--- src/rtl/exclusive_max_unit.sv ---
`default_nettype none
// ============================================================================
//  Module   : exclusive_max_unit
//  Brief    : Race-logic exclusive-max gate. It emits one PULSE_WIDTH pulse at
//             the later of two input events, and only when the events fall in
//             distinct cycles of the gamma window.
//             Optional macro FALLING_EDGE_EN: inputs idle high and the event
//             is a 1->0 transition.
//  Revision : 1.0  initial release
// ============================================================================
module exclusive_max_unit #(
   parameter int PULSE_WIDTH       = 8,
   parameter int GAMMA_CYCLE_WIDTH = 16
) (
   input  logic aclk,
   input  logic grst_n,
   input  logic rst,
   input  logic a,
   input  logic b,
   output logic q
);

`ifdef FALLING_EDGE_EN
   localparam logic c_idle = 1'b1;
`else
   localparam logic c_idle = 1'b0;
`endif
   localparam logic c_act = ~c_idle;

   localparam int c_idx_w = $clog2(GAMMA_CYCLE_WIDTH + 1);
   localparam int c_cnt_w = (PULSE_WIDTH > 1) ? $clog2(PULSE_WIDTH) : 1;
   localparam logic [c_idx_w-1:0] c_idx_max  = c_idx_w'(GAMMA_CYCLE_WIDTH);
   localparam logic [c_cnt_w-1:0] c_cnt_load = c_cnt_w'(PULSE_WIDTH - 1);

   logic [c_idx_w-1:0] r_idx;
   logic [c_cnt_w-1:0] r_cnt;
   logic               r_a_d;
   logic               r_b_d;
   logic               r_a_seen;
   logic               r_b_seen;
   logic               r_tie;
   logic               r_done;
   logic               r_q;

   logic w_in_win;
   logic w_ev_a;
   logic w_ev_b;
   logic w_tie;
   logic w_fire;

   // The index saturates at the window size, so this also masks late events.
   assign w_in_win = (r_idx < c_idx_max);
   assign w_ev_a   = w_in_win && (a == c_act) && (r_a_d == c_idle) && !r_a_seen;
   assign w_ev_b   = w_in_win && (b == c_act) && (r_b_d == c_idle) && !r_b_seen;
   assign w_tie    = w_ev_a && w_ev_b && !r_a_seen && !r_b_seen;
   assign w_fire   = ((w_ev_a && r_b_seen) || (w_ev_b && r_a_seen)) && !r_tie && !r_done;

   assign q = r_q;

   always_ff @(posedge aclk or negedge grst_n) begin
      if (!grst_n) begin
         r_idx    <= '0;
         r_cnt    <= '0;
         r_a_d    <= c_idle;
         r_b_d    <= c_idle;
         r_a_seen <= 1'b0;
         r_b_seen <= 1'b0;
         r_tie    <= 1'b0;
         r_done   <= 1'b0;
         r_q      <= 1'b0;
      end else if (rst) begin
         r_idx    <= '0;
         r_cnt    <= '0;
         r_a_d    <= c_idle;
         r_b_d    <= c_idle;
         r_a_seen <= 1'b0;
         r_b_seen <= 1'b0;
         r_tie    <= 1'b0;
         r_done   <= 1'b0;
         r_q      <= 1'b0;
      end else begin
         if (r_idx != c_idx_max) begin
            r_idx <= r_idx + c_idx_w'(1);
         end
         r_a_d <= a;
         r_b_d <= b;
         if (w_ev_a) begin
            r_a_seen <= 1'b1;
         end
         if (w_ev_b) begin
            r_b_seen <= 1'b1;
         end
         if (w_tie) begin
            r_tie <= 1'b1;
         end
         // The fire edge counts as the first pulse cycle; the counter covers the rest.
         if (w_fire) begin
            r_q    <= 1'b1;
            r_cnt  <= c_cnt_load;
            r_done <= 1'b1;
         end else if (r_q) begin
            if (r_cnt == '0) begin
               r_q <= 1'b0;
            end else begin
               r_cnt <= r_cnt - c_cnt_w'(1);
            end
         end
      end
   end

endmodule
`default_nettype wire

--- config.mk ---
export PLATFORM = sky130hd
export DESIGN_NAME = exclusive_max_unit
export DESIGN_NICKNAME = d
export VERILOG_FILES = /design/src/rtl/exclusive_max_unit.sv
export SDC_FILE = /design/constraint.sdc
export NUM_CORES = 1
export LEC_CHECK = 0
export BUFFER_PORTS_ARGS = -buffer_cell sky130_fd_sc_hd__buf_2
export CORE_UTILIZATION = 45
export CTS_BUF_LIST = sky130_fd_sc_hd__clkbuf_16
export CTS_CLUSTER_DIAMETER = 150
export DETAILED_ROUTE_END_ITERATION = 7
export GPL_TIMING_DRIVEN = 0
export HOLD_SLACK_MARGIN = 0.15
export PLACE_DENSITY = 0.63
export SETUP_SLACK_MARGIN = 0.05
export SLEW_MARGIN = 20
export SYNTH_ARGS = -nofsm -noshare
export SYNTH_HDL_FRONTEND = slang
export SYNTH_SLANG_ARGS = --single-unit
--- constraint.sdc ---
create_clock -name aclk -period 1.7 [get_ports aclk]
set_input_delay 0.34 -clock aclk [delete_from_list [all_inputs] [get_ports aclk]]
set_output_delay 0.34 -clock aclk [all_outputs]
set_load 0.05 [all_outputs]
==> out/qor_table.md, run 1 <==
| Parameter | Value | Unit |
|---|---|---|
| Simple-Gate Fraction of Synth Area | 0.215 | - |
| Critical path origin | r_cnt[0]$_DFFE_PN0P_ | - |
| Number of diodes added for antenna fixing | 0 | - |
| Wire length per cell | 13.3 | um |
| Clock-pin slew of the registers on the worst-case setup and hold paths | 0.05 | ns |
| Sequential fraction of the synthesis area | 0.493 | - |
| RSZ-0062 raised after global routing | false | - |
| Final worst slack | 0.343 | ns |
| IO Port Bufs | 5 | - |
| Number of instances in the synthesized netlist | 70 | - |
| Worst Tran Pin Value | 0.454 | ns |
| Clock tree root buffer cell | sky130_fd_sc_hd__clkbuf_16 | - |
| Clock tree skew after final layout | 0.00293 | ns |
| Number of H-tree levels | 1 | - |
| Final hold viol count | 0 | - |
| Worst endpoint required time | 1.87 | ns |
| Total via count in the routed design | 520 | - |
| IO Pins | 6 | - |
| Endpoint, Worst Hold | r_b_d$_DFF_PN0_ | - |
| Final critical-path share of the clock period | 0.798 | - |
| Worst slew margin | 0.697 | - |
| Final count of negative-setup-slack endpoints | 0 | - |
| Arrival time at the worst endpoint | 1.52 | ns |
| Post-detail-place hpwl | 883 | um |
| Worst hold path cell count | 2 | - |
| Type of destination of the critical path | flop | - |
| Post-layout net count | 90 | - |
| Number of buffers created by CTS | 3 | - |
| Final RePlAce weighted congestion | 0.767 | - |
| Placed Cells | 91 | - |
| Capturing point of the worst reg2reg path | r_cnt[0]$_DFFE_PN0P_ | - |
| Average instance area after synthesis | 10.9 | um^2 |
| Placed Area | 807 | um^2 |
| Die outline height | 43.2 | um |
| Share of the synthesized area in compound gates (AO/OA/AOI/OAI) | 0.110 | - |
| Wire length of the first global-routing pass | 2190 | um |
| Area of all placed cells without fillers | 896 | um^2 |
| Dominant combinational cell family by area after synthesis | simple AND/OR/NAND/NOR gates | - |
| Overall die width | 43.2 | um |
| TritonCTS Sinks | 15 | - |
| Register bit total from synthesis | 15 | - |
| Cell Area, Synth | 762 | um^2 |
| Number of antenna violations at the first check in global routing | 0 | - |
| R2R depth | 5 | - |
| Worst voltage drop across the vdd grid | 0.863 | mV |
| Post-layout minimum cycle time | 1.36 | ns |
| # Max-Cap Violations | 0 | - |
| Count of placed standard cells in the final layout, fillers left out | 96 | - |
| Core Region | 1540 | um^2 |
| Share of post-route cells with drive strength above 1 | 0.175 | - |
| Worst hold slack | 0.367 | ns |
| Pin count of the biggest net entering global routing | 16 | - |
| ANT nets after route | 0 | - |
| Largest fanout of any net on the critical path | 5 | - |
| Share of synthesized cell area in full adder, half adder and majority cells | 0.0657 | - |
| Result of the run | finished clean | - |
| Number of DRC markers in iteration 0 | 1 | - |
| Initial core utilization | 0.494 | - |
| Clk_lat worst skew | 0.24 | ns |
| Final sum of negative setup slack | 0 | ns |
| Vias in the first global route | 494 | - |
| Total of warnings raised by yosys | 0 | - |
| Multiplexer fraction of the synthesized cell area | 0.0263 | - |
| Type of the worst min-delay path | primary input to flop | - |
| Number of different library cells in the post-synthesis netlist | 25 | - |
| Total grt overflow | 0 | - |
| Row count | 14 | - |
| Startpoint of the most critical hold path | b | - |
| Internal reg-to-reg setup slack | 0.34 | ns |
| 1st-pass router iterations | 4 | - |
| Synthesized net count | 79 | - |
| Buffers from clock root to sink, at most | 2 | - |
| WL final | 1280 | um |
| R2r startpoint | r_cnt[0]$_DFFE_PN0P_ | - |
| CTS tree | built | - |
| Leakage power figure | 0.402 | nW |
| Xor-xnor portion of the synthesized cell area | 0.0460 | - |
| Number of design rule violations left after detail routing | 0 | - |
| Filler instances | 140 | - |
| Power density over the cells | 1080 | nW/um^2 |
| Worst setup SP type | flop | - |
| Final-report max-slew violation count | 0 | - |
| Die Area | 1860 | um^2 |
| Achievable frequency | 737 | MHz |
| Layout area overhead | 17.6 | % |
| Path type of the worst setup path | flop to flop | - |
| Via density | 5.42 | - |
| Global routing usage summed across all routing layers | 0.170 | - |
| Placement-stage worst setup slack | 0.364 | ns |
[where the power goes]
group / leakage, nW / internal [mW] / switching, mW / total [mW]
Sequential: 0.200 / 0.382 / 0.0235 / 0.406
Combinational: 0.160 / 0.0501 / 0.0625 / 0.113
Clock: 0.0423 / 0.311 / 0.136 / 0.447
Total: 0.402 / 0.743 / 0.222 / 0.966
[how the worst max path moves through the flow]
stage / to / slack (ns) / depth (start not counted)
after floorplan: r_cnt[1]$_DFFE_PN0P_ / 0.36 / 3
after global placement: r_cnt[1]$_DFFE_PN0P_ / 0.38 / 5
after detailed placement: r_cnt[0]$_DFFE_PN0P_ / 0.36 / 5
after CTS: r_cnt[0]$_DFFE_PN0P_ / 0.35 / 5
after global routing: r_cnt[1]$_DFFE_PN0P_ / 0.23 / 5
final: r_cnt[0]$_DFFE_PN0P_ / 0.34 / 5
[area by class of cell]
cell class              count  area, um^2  share of cell area
multi-input cells          46         353               0.394
plain buffers               1        3.75             0.00419
inverters                   8        30.0              0.0335
clock inverters             1        3.75             0.00419
well taps                  16        20.0              0.0223
repair buffers              6        35.0              0.0391
flip-flops and latches     15         375               0.419
clock buffers               3        75.1              0.0838
[Yosys cell counts]
cell type / count / share of area
sky130_fd_sc_hd__mux2i_1: 2 / 0.026
sky130_fd_sc_hd__xnor2_1: 3 / 0.034
sky130_fd_sc_hd__nor3b_2: 1 / 0.016
sky130_fd_sc_hd__clkbuf_1: 1 / 0.0049
sky130_fd_sc_hd__xor2_1: 1 / 0.011
sky130_fd_sc_hd__nor3b_1: 1 / 0.0099
sky130_fd_sc_hd__nor3_1: 1 / 0.0066
sky130_fd_sc_hd__ha_1: 4 / 0.066
sky130_fd_sc_hd__a22oi_2: 1 / 0.016
sky130_fd_sc_hd__inv_1: 8 / 0.039
sky130_fd_sc_hd__nor4b_4: 1 / 0.031
sky130_fd_sc_hd__o21ai_0: 2 / 0.013
sky130_fd_sc_hd__a31oi_1: 4 / 0.033
sky130_fd_sc_hd__a21oi_1: 3 / 0.020
sky130_fd_sc_hd__nor2b_1: 3 / 0.025
sky130_fd_sc_hd__a32oi_1: 1 / 0.011
sky130_fd_sc_hd__o31ai_2: 1 / 0.016
sky130_fd_sc_hd__nand2_1: 1 / 0.0049
sky130_fd_sc_hd__nor2_1: 8 / 0.039
sky130_fd_sc_hd__dfrtp_1: 15 / 0.49
sky130_fd_sc_hd__nor4b_2: 1 / 0.020
sky130_fd_sc_hd__and4bb_2: 1 / 0.016
sky130_fd_sc_hd__or3_1: 2 / 0.016
sky130_fd_sc_hd__nand3_1: 2 / 0.013
sky130_fd_sc_hd__nand2b_1: 2 / 0.016
[through the flow]
step / util / power [mW]
final: 0.581 / 0.966
after global routing: 0.581 / 1.01
after CTS: 0.581 / 0.977
after detailed placement: 0.524 / 0.522
after global placement: 0.524 / 0.519
after floorplan: - / 0.487
[flip-flops by register name (all words and copies together), names as in the netlist]
name / cells
r_a_seen: 1
r_done: 1
r_tie: 1
r_idx: 5
q: 1
r_a_d: 1
r_b_seen: 1
r_b_d: 1
r_cnt: 3
[repair_timing]
item,4_1_cts,5_1_grt
gates resized for setup,0,0
endpoints found under the hold margin,15,0
hold buffers,1,0
setup buffers,0,0
[cells in the final DEF (no fill, tap or decap)]
| master | count |
|---|---|
| sky130_fd_sc_hd__nand2_1 | 1 |
| sky130_fd_sc_hd__xor2_1 | 1 |
| sky130_fd_sc_hd__nand2b_1 | 2 |
| sky130_fd_sc_hd__mux2i_1 | 2 |
| sky130_fd_sc_hd__a31oi_1 | 4 |
| sky130_fd_sc_hd__a22oi_2 | 1 |
| sky130_fd_sc_hd__dlygate4sd3_1 | 1 |
| sky130_fd_sc_hd__nor2b_1 | 3 |
| sky130_fd_sc_hd__o21ai_0 | 2 |
| sky130_fd_sc_hd__nor3b_2 | 1 |
| sky130_fd_sc_hd__o31ai_2 | 1 |
| sky130_fd_sc_hd__clkbuf_1 | 1 |
| sky130_fd_sc_hd__clkbuf_16 | 3 |
| sky130_fd_sc_hd__nor3b_1 | 1 |
| sky130_fd_sc_hd__buf_2 | 5 |
| sky130_fd_sc_hd__or3_1 | 2 |
| sky130_fd_sc_hd__inv_1 | 9 |
| sky130_fd_sc_hd__nand3_1 | 2 |
| sky130_fd_sc_hd__a21oi_1 | 3 |
| sky130_fd_sc_hd__dfrtp_1 | 15 |
| sky130_fd_sc_hd__nor3_1 | 1 |
| sky130_fd_sc_hd__a32oi_1 | 1 |
| sky130_fd_sc_hd__nor2_1 | 8 |
| sky130_fd_sc_hd__and4bb_2 | 1 |
| sky130_fd_sc_hd__xnor2_1 | 3 |
| sky130_fd_sc_hd__nor4b_2 | 1 |
| sky130_fd_sc_hd__nor4b_4 | 1 |
| sky130_fd_sc_hd__ha_1 | 4 |
[worst max-delay path, stage by stage (launching register included)]
cell and delay [ns]:
sky130_fd_sc_hd__dfrtp_1 0.36, sky130_fd_sc_hd__inv_1 0.07, sky130_fd_sc_hd__ha_1 0.21, sky130_fd_sc_hd__nor2b_1 0.17
sky130_fd_sc_hd__or3_1 0.31, sky130_fd_sc_hd__a31oi_1 0.16
[cells by family (layout without fill, tap and decap cells)]
| kind of cell | count (synthesis) | after routing |
|---|---|---|
| XOR/XNOR | 4 | 4 |
| AO/OA/AOI/OAI | 12 | 12 |
| AND/OR/NAND/NOR | 24 | 24 |
| multiplexers | 2 | 2 |
| adder cells (fa/ha/maj) | 4 | 4 |
| buffers and inverters | 9 | 19 |
| flip-flops | 15 | 15 |
[routing by layer]
metal / GRT usage / part of all wire / vias up
met5: 0 / 0 / -
met4: 0.109 / 0.027 / 0
met3: 0.0766 / 0.038 / 5
met2: 0.257 / 0.48 / 7
met1: 0.191 / 0.45 / 249
li1: - / - / 259
Note: power is estimated with default switching activity, not from simulation.
==> run 2: changes to the inputs <==
ABC_AREA = 1   (was default)
PLACE_DENSITY = 0.65   (was 0.63)
clock period = 1.11 ns   (was 1.7 ns; I/O delays follow)
==> out/qor_table.md, run 2 <==
| Parameter | Value | Unit | Change |
|---|---|---|---|
| Result of the run | finished, violations left | - |  |
| Violations in the final reports | setup timing | - |  |
| Post-layout minimum cycle time | 1.14 | ns | -0.220 ns |
| Number of DRC markers in iteration 0 | 5 | - | +4 |
| Worst voltage drop across the vdd grid | 1.11 | mV | +28% |
| Internal reg-to-reg setup slack | -0.03 | ns | -0.37 ns |
| Final-report max-slew violation count | 0 | - | unchanged |
| Clock tree root buffer cell | sky130_fd_sc_hd__clkbuf_16 | - |  |
| Number of diodes added for antenna fixing | 0 | - | unchanged |
| Layout area overhead | 29.8 | % |  |
| R2R depth | 7 | - | +2 |
| Average instance area after synthesis | 9.49 | um^2 | -13% |
| Worst endpoint required time | 1.24 | ns | -0.63 ns |
| Final worst slack | -0.0265 | ns | -0.370 ns |
| ANT nets after route | 0 | - | unchanged |
| Final count of negative-setup-slack endpoints | 5 | - | +5 |
| Post-detail-place hpwl | 863 | um | -2.3% |
| CTS tree | built | - |  |
| Biggest regs | r_idx (5), r_cnt (3) | - |  |
| Largest fanout of any net on the critical path | 5 | - | unchanged |
| Overall die width | 43.1 | um | -0.16% |
| Filler instances | 131 | - | -6.4% |
| IO Pins | 6 | - | unchanged |
| Total of warnings raised by yosys | 0 | - | unchanged |
| Number of buffers created by CTS | 3 | - | unchanged |
| Core Region | 1540 | um^2 | unchanged |
| Type of the worst min-delay path | primary input to flop | - |  |
| Ys flop type | sky130_fd_sc_hd__dfrtp_1 | - |  |
| Worst hold slack | 0.227 | ns | -0.140 ns |
| Final RePlAce weighted congestion | 0.752 | - | -1.9% |
| Met3 WL | 21 | um | -56% |
| Startpoint of the most critical hold path | b | - |  |
| Number of design rule violations left after detail routing | 0 | - | unchanged |
| TritonCTS Sinks | 15 | - | unchanged |
| Length of routed wiring on met1 | 650 | um | +12% |
| Row count | 14 | - | unchanged |
| Pin count of the biggest net entering global routing | 16 | - | unchanged |
| Total grt overflow | 0 | - | unchanged |
| Number of H-tree levels | 1 | - | unchanged |
| Highest metal layer with signal wires | met4 | - |  |
| Initial core utilization | 0.493 | - | -0.00162 |
| Total area of multi-input combinational cells | 378 | um^2 | +7.1% |
| Async set-or-reset flop fraction in the synthesized netlist | 1.00 | - | unchanged |
| Most frequent standard cell in the layout excluding fill and tap cells | sky130_fd_sc_hd__dfrtp_1 | - |  |
| Share of post-route cells with drive strength above 1 | 0.368 | - | +0.193 |
| Number of synthesized flops with an enable pin | 0 | - | unchanged |
| Most common library cells after synthesis | 15 x sky130_fd_sc_hd__dfrtp_1, 11 x sky130_fd_sc_hd__inv_1, 8 x sky130_fd_sc_hd__a21oi_1, 8 x sky130_fd_sc_hd__nor2_1 | - |  |
| Number of instances in the synthesized netlist | 80 | - | +14% |
| Die Area | 1860 | um^2 | -0.32% |
| Sequential fraction of the synthesis area | 0.494 | - | +0.00162 |
| Max reg flops | 5 | - | unchanged |
| Final critical-path share of the clock period | 1.02 | - | +0.226 |
| Post-layout net count | 105 | - | +17% |
| Register bit total from synthesis | 15 | - | unchanged |
| Global routing usage summed across all routing layers | 0.160 | - | -0.00954 |
| Power density over the cells | 1690 | nW/um^2 | +56% |
| Buffers from clock root to sink, at most | 2 | - | unchanged |
| IO Port Bufs | 4 | - | -1 |
| Capturing point of the worst reg2reg path | r_cnt[1]$_DFFE_PN0P_ | - |  |
| Cells taking the most area after synthesis | sky130_fd_sc_hd__dfrtp_1 49%, sky130_fd_sc_hd__ha_1 6.6%, sky130_fd_sc_hd__inv_1 5.4%, sky130_fd_sc_hd__a21oi_1 5.3%, sky130_fd_sc_hd__nand3_1 4.0% | - |  |
| Path type of the worst setup path | flop to flop | - |  |
| Achievable frequency | 880 | MHz | +19% |
| Most used cells in the layout excluding fill and tap cells | 15 x sky130_fd_sc_hd__dfrtp_1, 8 x sky130_fd_sc_hd__nor2_1, 7 x sky130_fd_sc_hd__inv_1, 7 x sky130_fd_sc_hd__inv_2, 7 x sky130_fd_sc_hd__a21oi_1 | - |  |
| Cell Area, Synth | 759 | um^2 | -0.33% |
| Vias in the first global route | 541 | - | +9.5% |
| Register containing the most flip-flops in the final layout | r_idx | - |  |
| Met2 wire len | 682 | um | +11% |
| End of the critical path | r_cnt[1]$_DFFE_PN0P_ | - |  |
| 1st-pass router iterations | 4 | - | unchanged |
| Clk_lat worst skew | 0.24 | ns | about the same |
| Most used standard cell by instance count after synthesis | sky130_fd_sc_hd__dfrtp_1 | - |  |
| Wire length per cell | 12.3 | um | -7.4% |
| Total via count in the routed design | 572 | - | +10% |
| Final hold viol count | 0 | - | unchanged |
| Area leader, netlist | sky130_fd_sc_hd__dfrtp_1 | - |  |
| Synth top area share | 0.494 | - | +0.00162 |
| Number of antenna violations at the first check in global routing | 0 | - | unchanged |
| WL final | 1370 | um | +7.1% |
| Via density | 5.15 | - | -4.9% |
| RSZ-0062 raised after global routing | true | - |  |
| Synthesized net count | 89 | - | +13% |
| Wire length of the first global-routing pass | 2240 | um | +2.2% |
| Arrival time at the worst endpoint | 1.26 | ns | -0.26 ns |
| Clock-pin slew of the registers on the worst-case setup and hold paths | 0.05 | ns | about the same |
| R2r startpoint | r_cnt[0]$_DFFE_PN0P_ | - |  |
| Worst slew margin | 0.775 | - | +0.0779 |
| Number of different library cells in the post-synthesis netlist | 20 | - | -20% |
| Leakage power figure | 0.472 | nW | +17% |
| Placement-stage worst setup slack | -0.0825 | ns | -0.447 ns |
| Type of destination of the critical path | flop | - |  |
| Clock tree skew after final layout | 0.00163 | ns | -0.00131 ns |
| Placed Area | 800 | um^2 | -0.93% |
| Area occupied by registers | 375 | um^2 | unchanged |
| # Max-Cap Violations | 0 | - | unchanged |
| Area of all placed cells without fillers | 986 | um^2 | +10% |
| Die outline height | 43.1 | um | -0.16% |
| Critical path origin | r_cnt[0]$_DFFE_PN0P_ | - |  |
| Worst setup SP type | flop | - |  |
| Worst Tran Pin Value | 0.337 | ns | -0.117 ns |
==> run 2: through the flow <==
| stage | utilization | cells | total power, mW | setup TNS [ns] |
|---|---|---|---|---|
| 2_1_floorplan | - | 80 | 0.833 | 0 |
| 3_3_place_gp | 0.519 | 100 | 0.880 | -0.154 |
| 3_5_place_dp | 0.519 | 100 | 0.891 | -0.238 |
| 4_1_cts | 0.611 | 108 | 1.64 | -0.127 |
| 5_1_grt | 0.640 | 111 | 1.75 | -0.533 |
| 6_report | 0.640 | 111 | 1.66 | -0.0784 |
==> run 2: critical path: stages, from the launching register on <==
cell and delay [ns]:
sky130_fd_sc_hd__dfrtp_1 0.38, sky130_fd_sc_hd__inv_2 0.08, sky130_fd_sc_hd__ha_4 0.13, sky130_fd_sc_hd__inv_2 0.04, sky130_fd_sc_hd__o21ai_4 0.18, sky130_fd_sc_hd__nand2_2 0.10
sky130_fd_sc_hd__nand3_1 0.07, sky130_fd_sc_hd__nand2_1 0.05
==> run 2: what timing repair did <==
item / 4_1_cts / 5_1_grt
resized for setup: 9 / 7
endpoints found under the setup margin: 7 / 10
pin swaps: 4 / 2
cloned: 0 / 1
buffers inserted: 3 / 2
hold endpoints to repair: 15 / 0
hold buffers: 1 / 0
==> run 2: logic make-up (layout without fill, tap and decap cells) <==
group / after synthesis / in the layout / share of synthesized area
flops: 15 / 15 / 0.494
buf+inv: 15 / 29 / 0.0791
compound gates: 14 / 14 / 0.122
fa+ha+maj: 4 / 4 / 0.0659
simple gates: 30 / 31 / 0.216
xor+xnor: 2 / 2 / 0.0231
==> run 2: worst min-delay path by stage <==
stage / slack [ns] / depth (start not counted) / endpoint
CTS: 0.23 / 3 / r_b_d$_DFF_PN0_
global placement: 0.15 / 1 / r_b_d$_DFF_PN0_
global route: 0.24 / 3 / r_b_d$_DFF_PN0_
detailed placement: 0.15 / 1 / r_b_d$_DFF_PN0_
finish: 0.23 / 3 / r_b_d$_DFF_PN0_
floorplan: -0.07 / 0 / q$_DFF_PN0_
==> run 2: final cells by class <==
class,instances,share of cell area
Clock buffer,3,0.0761
Clock inverter,1,0.00381
Multi-Input combinational cell,51,0.383
Timing Repair Buffer,10,0.0749
Buffer,1,0.00508
Inverter,14,0.0558
Sequential cell,15,0.381
Tap cell,16,0.0203
==> run 2: metal layers <==
metal,vias up,global-route usage
met5,-,0
met4,0,0.0545
met3,2,0.0383
met2,3,0.269
met1,275,0.200
li1,292,-
==> run 2: power breakdown <==
group / switching [mW] / internal [mW] / leakage, nW
Clock: 0.200 / 0.476 / 0.0423
Combinational: 0.198 / 0.154 / 0.229
Sequential: 0.0384 / 0.596 / 0.200
Total: 0.436 / 1.23 / 0.472
==> run 3: changes to the inputs <==
CORE_UTILIZATION = 39   (was 45)
PLACE_DENSITY = 0.58   (was 0.65)
==> out/qor_table.md, run 3 (synthesis gave the netlist of run 2 again) <==
| Parameter | Value | Unit | Change |
|---|---|---|---|
| Post-layout minimum cycle time | 1.20 | ns | +0.0591 ns |
| Via density | 5.00 | - | -3.0% |
| Final hold viol count | 0 | - | unchanged |
| Most used cells in the layout excluding fill and tap cells | 15 x sky130_fd_sc_hd__dfrtp_1, 9 x sky130_fd_sc_hd__inv_2, 8 x sky130_fd_sc_hd__a21oi_1, 8 x sky130_fd_sc_hd__nor2_1 | - |  |
| Buffers from clock root to sink, at most | 2 | - | unchanged |
| Type of the worst min-delay path | primary input to flop | - |  |
| Clk_lat worst skew | 0.24 | ns | about the same |
| # Max-Cap Violations | 0 | - | unchanged |
| Post-detail-place hpwl | 839 | um | -2.8% |
| End of the critical path | r_cnt[2]$_DFFE_PN0P_ | - |  |
| Die Area | 2130 | um^2 | +15% |
| Wire length of the first global-routing pass | 2270 | um | +1.2% |
| Path type of the worst setup path | flop to flop | - |  |
| Power density over the cells | 1660 | nW/um^2 | -1.3% |
| Worst setup SP type | flop | - |  |
| Worst Tran Pin Value | 0.330 | ns | -0.00751 ns |
| IO Pins | 6 | - | unchanged |
| Busiest grt layer | met2 | - |  |
| WL final | 1440 | um | +5.3% |
| ANT nets after route | 0 | - | unchanged |
| Arrival time at the worst endpoint | 1.33 | ns | +0.07 ns |
| Clock-pin slew of the registers on the worst-case setup and hold paths | 0.05 | ns | about the same |
| CTS tree | built | - |  |
| Placed Area | 811 | um^2 | +1.4% |
| Met3 track utilization from global routing | 0.0353 | - | -0.00300 |
| Final worst slack | -0.0857 | ns | -0.0591 ns |
| Global routing usage summed across all routing layers | 0.155 | - | -0.00543 |
| Number of antenna violations at the first check in global routing | 0 | - | unchanged |
| R2r startpoint | r_cnt[0]$_DFFE_PN0P_ | - |  |
| Final count of negative-setup-slack endpoints | 3 | - | -2 |
| Total power after layout | 1.74 | mW | +4.7% |
| Final-report max-slew violation count | 0 | - | unchanged |
| RSZ-0062 raised after global routing | true | - |  |
| Layout area overhead | 37.7 | % |  |
| Worst slew margin | 0.780 | - | +0.00501 |
| Overall die width | 46.1 | um | +7.1% |
| Result of the run | finished, violations left | - |  |
| Initial core utilization | 0.426 | - | -0.0667 |
| TritonCTS Sinks | 15 | - | unchanged |
| Filler instances | 149 | - | +14% |
| Register containing the most flip-flops in the final layout | r_idx | - |  |
| Total grt overflow | 0 | - | unchanged |
| R2R depth | 7 | - | unchanged |
| Share of post-route cells with drive strength above 1 | 0.469 | - | +0.100 |
| Met1 demand-to-capacity share in global routing | 0.198 | - | -0.00247 |
| Max reg flops | 5 | - | unchanged |
| Number of H-tree levels | 1 | - | unchanged |
| Clock tree skew after final layout | 0.00297 | ns | +0.00135 ns |
| Biggest regs | r_idx (5), r_cnt (3) | - |  |
| Leakage power figure | 0.485 | nW | +2.9% |
| Number of buffers created by CTS | 3 | - | unchanged |
| Total via count in the routed design | 605 | - | +5.8% |
| Post-layout net count | 106 | - | +0.95% |
| Pin count of the biggest net entering global routing | 16 | - | unchanged |
| Final RePlAce weighted congestion | 0.715 | - | -5.0% |
| Number of diodes added for antenna fixing | 0 | - | unchanged |
| Largest fanout of any net on the critical path | 5 | - | unchanged |
| Violations in the final reports | setup timing | - |  |
| Number of DRC markers in iteration 0 | 6 | - | +1 |
| Number of design rule violations left after detail routing | 0 | - | unchanged |
| Area of all placed cells without fillers | 1050 | um^2 | +6.1% |
| Die outline height | 46.1 | um | +7.1% |
| Row count | 15 | - | +1 |
| Capturing point of the worst reg2reg path | r_cnt[2]$_DFFE_PN0P_ | - |  |
| Type of destination of the critical path | flop | - |  |
| Wire length per cell | 11.9 | um | -3.4% |
| Worst voltage drop across the vdd grid | 0.877 | mV | -21% |
| Clock tree root buffer cell | sky130_fd_sc_hd__clkbuf_16 | - |  |
| Achievable frequency | 836 | MHz | -4.9% |
| IO Port Bufs | 4 | - | unchanged |
| Most frequent standard cell in the layout excluding fill and tap cells | sky130_fd_sc_hd__dfrtp_1 | - |  |
| Vias in the first global route | 532 | - | -1.7% |
| Final critical-path share of the clock period | 1.08 | - | +0.0533 |
| Critical path origin | r_cnt[0]$_DFFE_PN0P_ | - |  |
| Core Region | 1780 | um^2 | +16% |
| Worst endpoint required time | 1.25 | ns | about the same |
| 1st-pass router iterations | 4 | - | unchanged |
| Internal reg-to-reg setup slack | -0.09 | ns | -0.06 ns |
| Met2 track utilization from global routing | 0.239 | - | -0.0292 |
## run 3: changes by cell type in the layout (fill, tap and decap cells not counted), sizes merged
cell | before | now
buf | 10 | 11
clkinv | 0 | 1
inv | 15 | 14
## run 3: worst min-delay path by stage
stage | start | endpoint | slack [ns] | cells past startpoint
5_1_grt | b | r_b_d$_DFF_PN0_ | 0.25 | 3
6_report | a | r_a_d$_DFF_PN0_ | 0.22 | 3
3_3_place_gp | grst_n | r_a_seen$_DFFE_PN0P_ | 0.15 | 1
2_1_floorplan | grst_n | q$_DFF_PN0_ | -0.07 | 0
3_5_place_dp | grst_n | r_a_seen$_DFFE_PN0P_ | 0.15 | 1
4_1_cts | a | r_a_d$_DFF_PN0_ | 0.22 | 3
## run 3: critical path: stages (launching register included)
cell                      delay, ns
sky130_fd_sc_hd__dfrtp_1       0.39
sky130_fd_sc_hd__inv_2         0.09
sky130_fd_sc_hd__ha_4          0.13
sky130_fd_sc_hd__inv_2         0.03
sky130_fd_sc_hd__o21ai_4       0.19
sky130_fd_sc_hd__nand2_2       0.12
sky130_fd_sc_hd__nand3_2       0.09
sky130_fd_sc_hd__nand2_1       0.05
## run 3: layer usage
metal / part of all wire / wire length, um / vias up
met5: 0 / 0 / -
met4: 0.0062 / 9 / 0
met3: 0.019 / 28 / 2
met2: 0.54 / 775 / 8
met1: 0.44 / 628 / 300
li1: - / - / 295
## run 3: per-stage QoR
stage | worst slack [ns] | TNS [ns] | hold slack (ns) | util | instances
after floorplan | 0.0331 | 0 | -0.0736 | - | 80
after global placement | -0.0627 | -0.178 | 0.145 | 0.455 | 109
after detailed placement | -0.0790 | -0.221 | 0.147 | 0.455 | 109
after CTS | -0.0786 | -0.204 | 0.216 | 0.540 | 116
after global routing | -0.108 | -0.291 | 0.252 | 0.587 | 121
final | -0.0857 | -0.221 | 0.219 | 0.587 | 121
## run 3: power by group
part           internal [mW]  switching, mW
logic                  0.182          0.220
clock network          0.481          0.219
registers              0.596         0.0428
## run 3: final cells by class
cell class              count  area (um^2)  share of cell area
plain buffers               1         5.00             0.00478
clock buffers               3         75.1              0.0718
clock inverters             1         5.00             0.00478
inverters                  14         55.1              0.0526
multi-input cells          51          418               0.400
flip-flops and latches     15          375               0.359
well taps                  25         31.3              0.0299
repair buffers             11         81.3              0.0778
## run 3: timing repair
| action | in CTS | in global routing |
|---|---|---|
| gates cloned | 0 | 1 |
| endpoints found under the setup margin | 7 | 10 |
| buffers inserted | 2 | 4 |
| pin swaps | 7 | 8 |
| resized for setup | 14 | 12 |
| hold endpoints to repair | 15 | 0 |
| hold buffers | 1 | 0 |
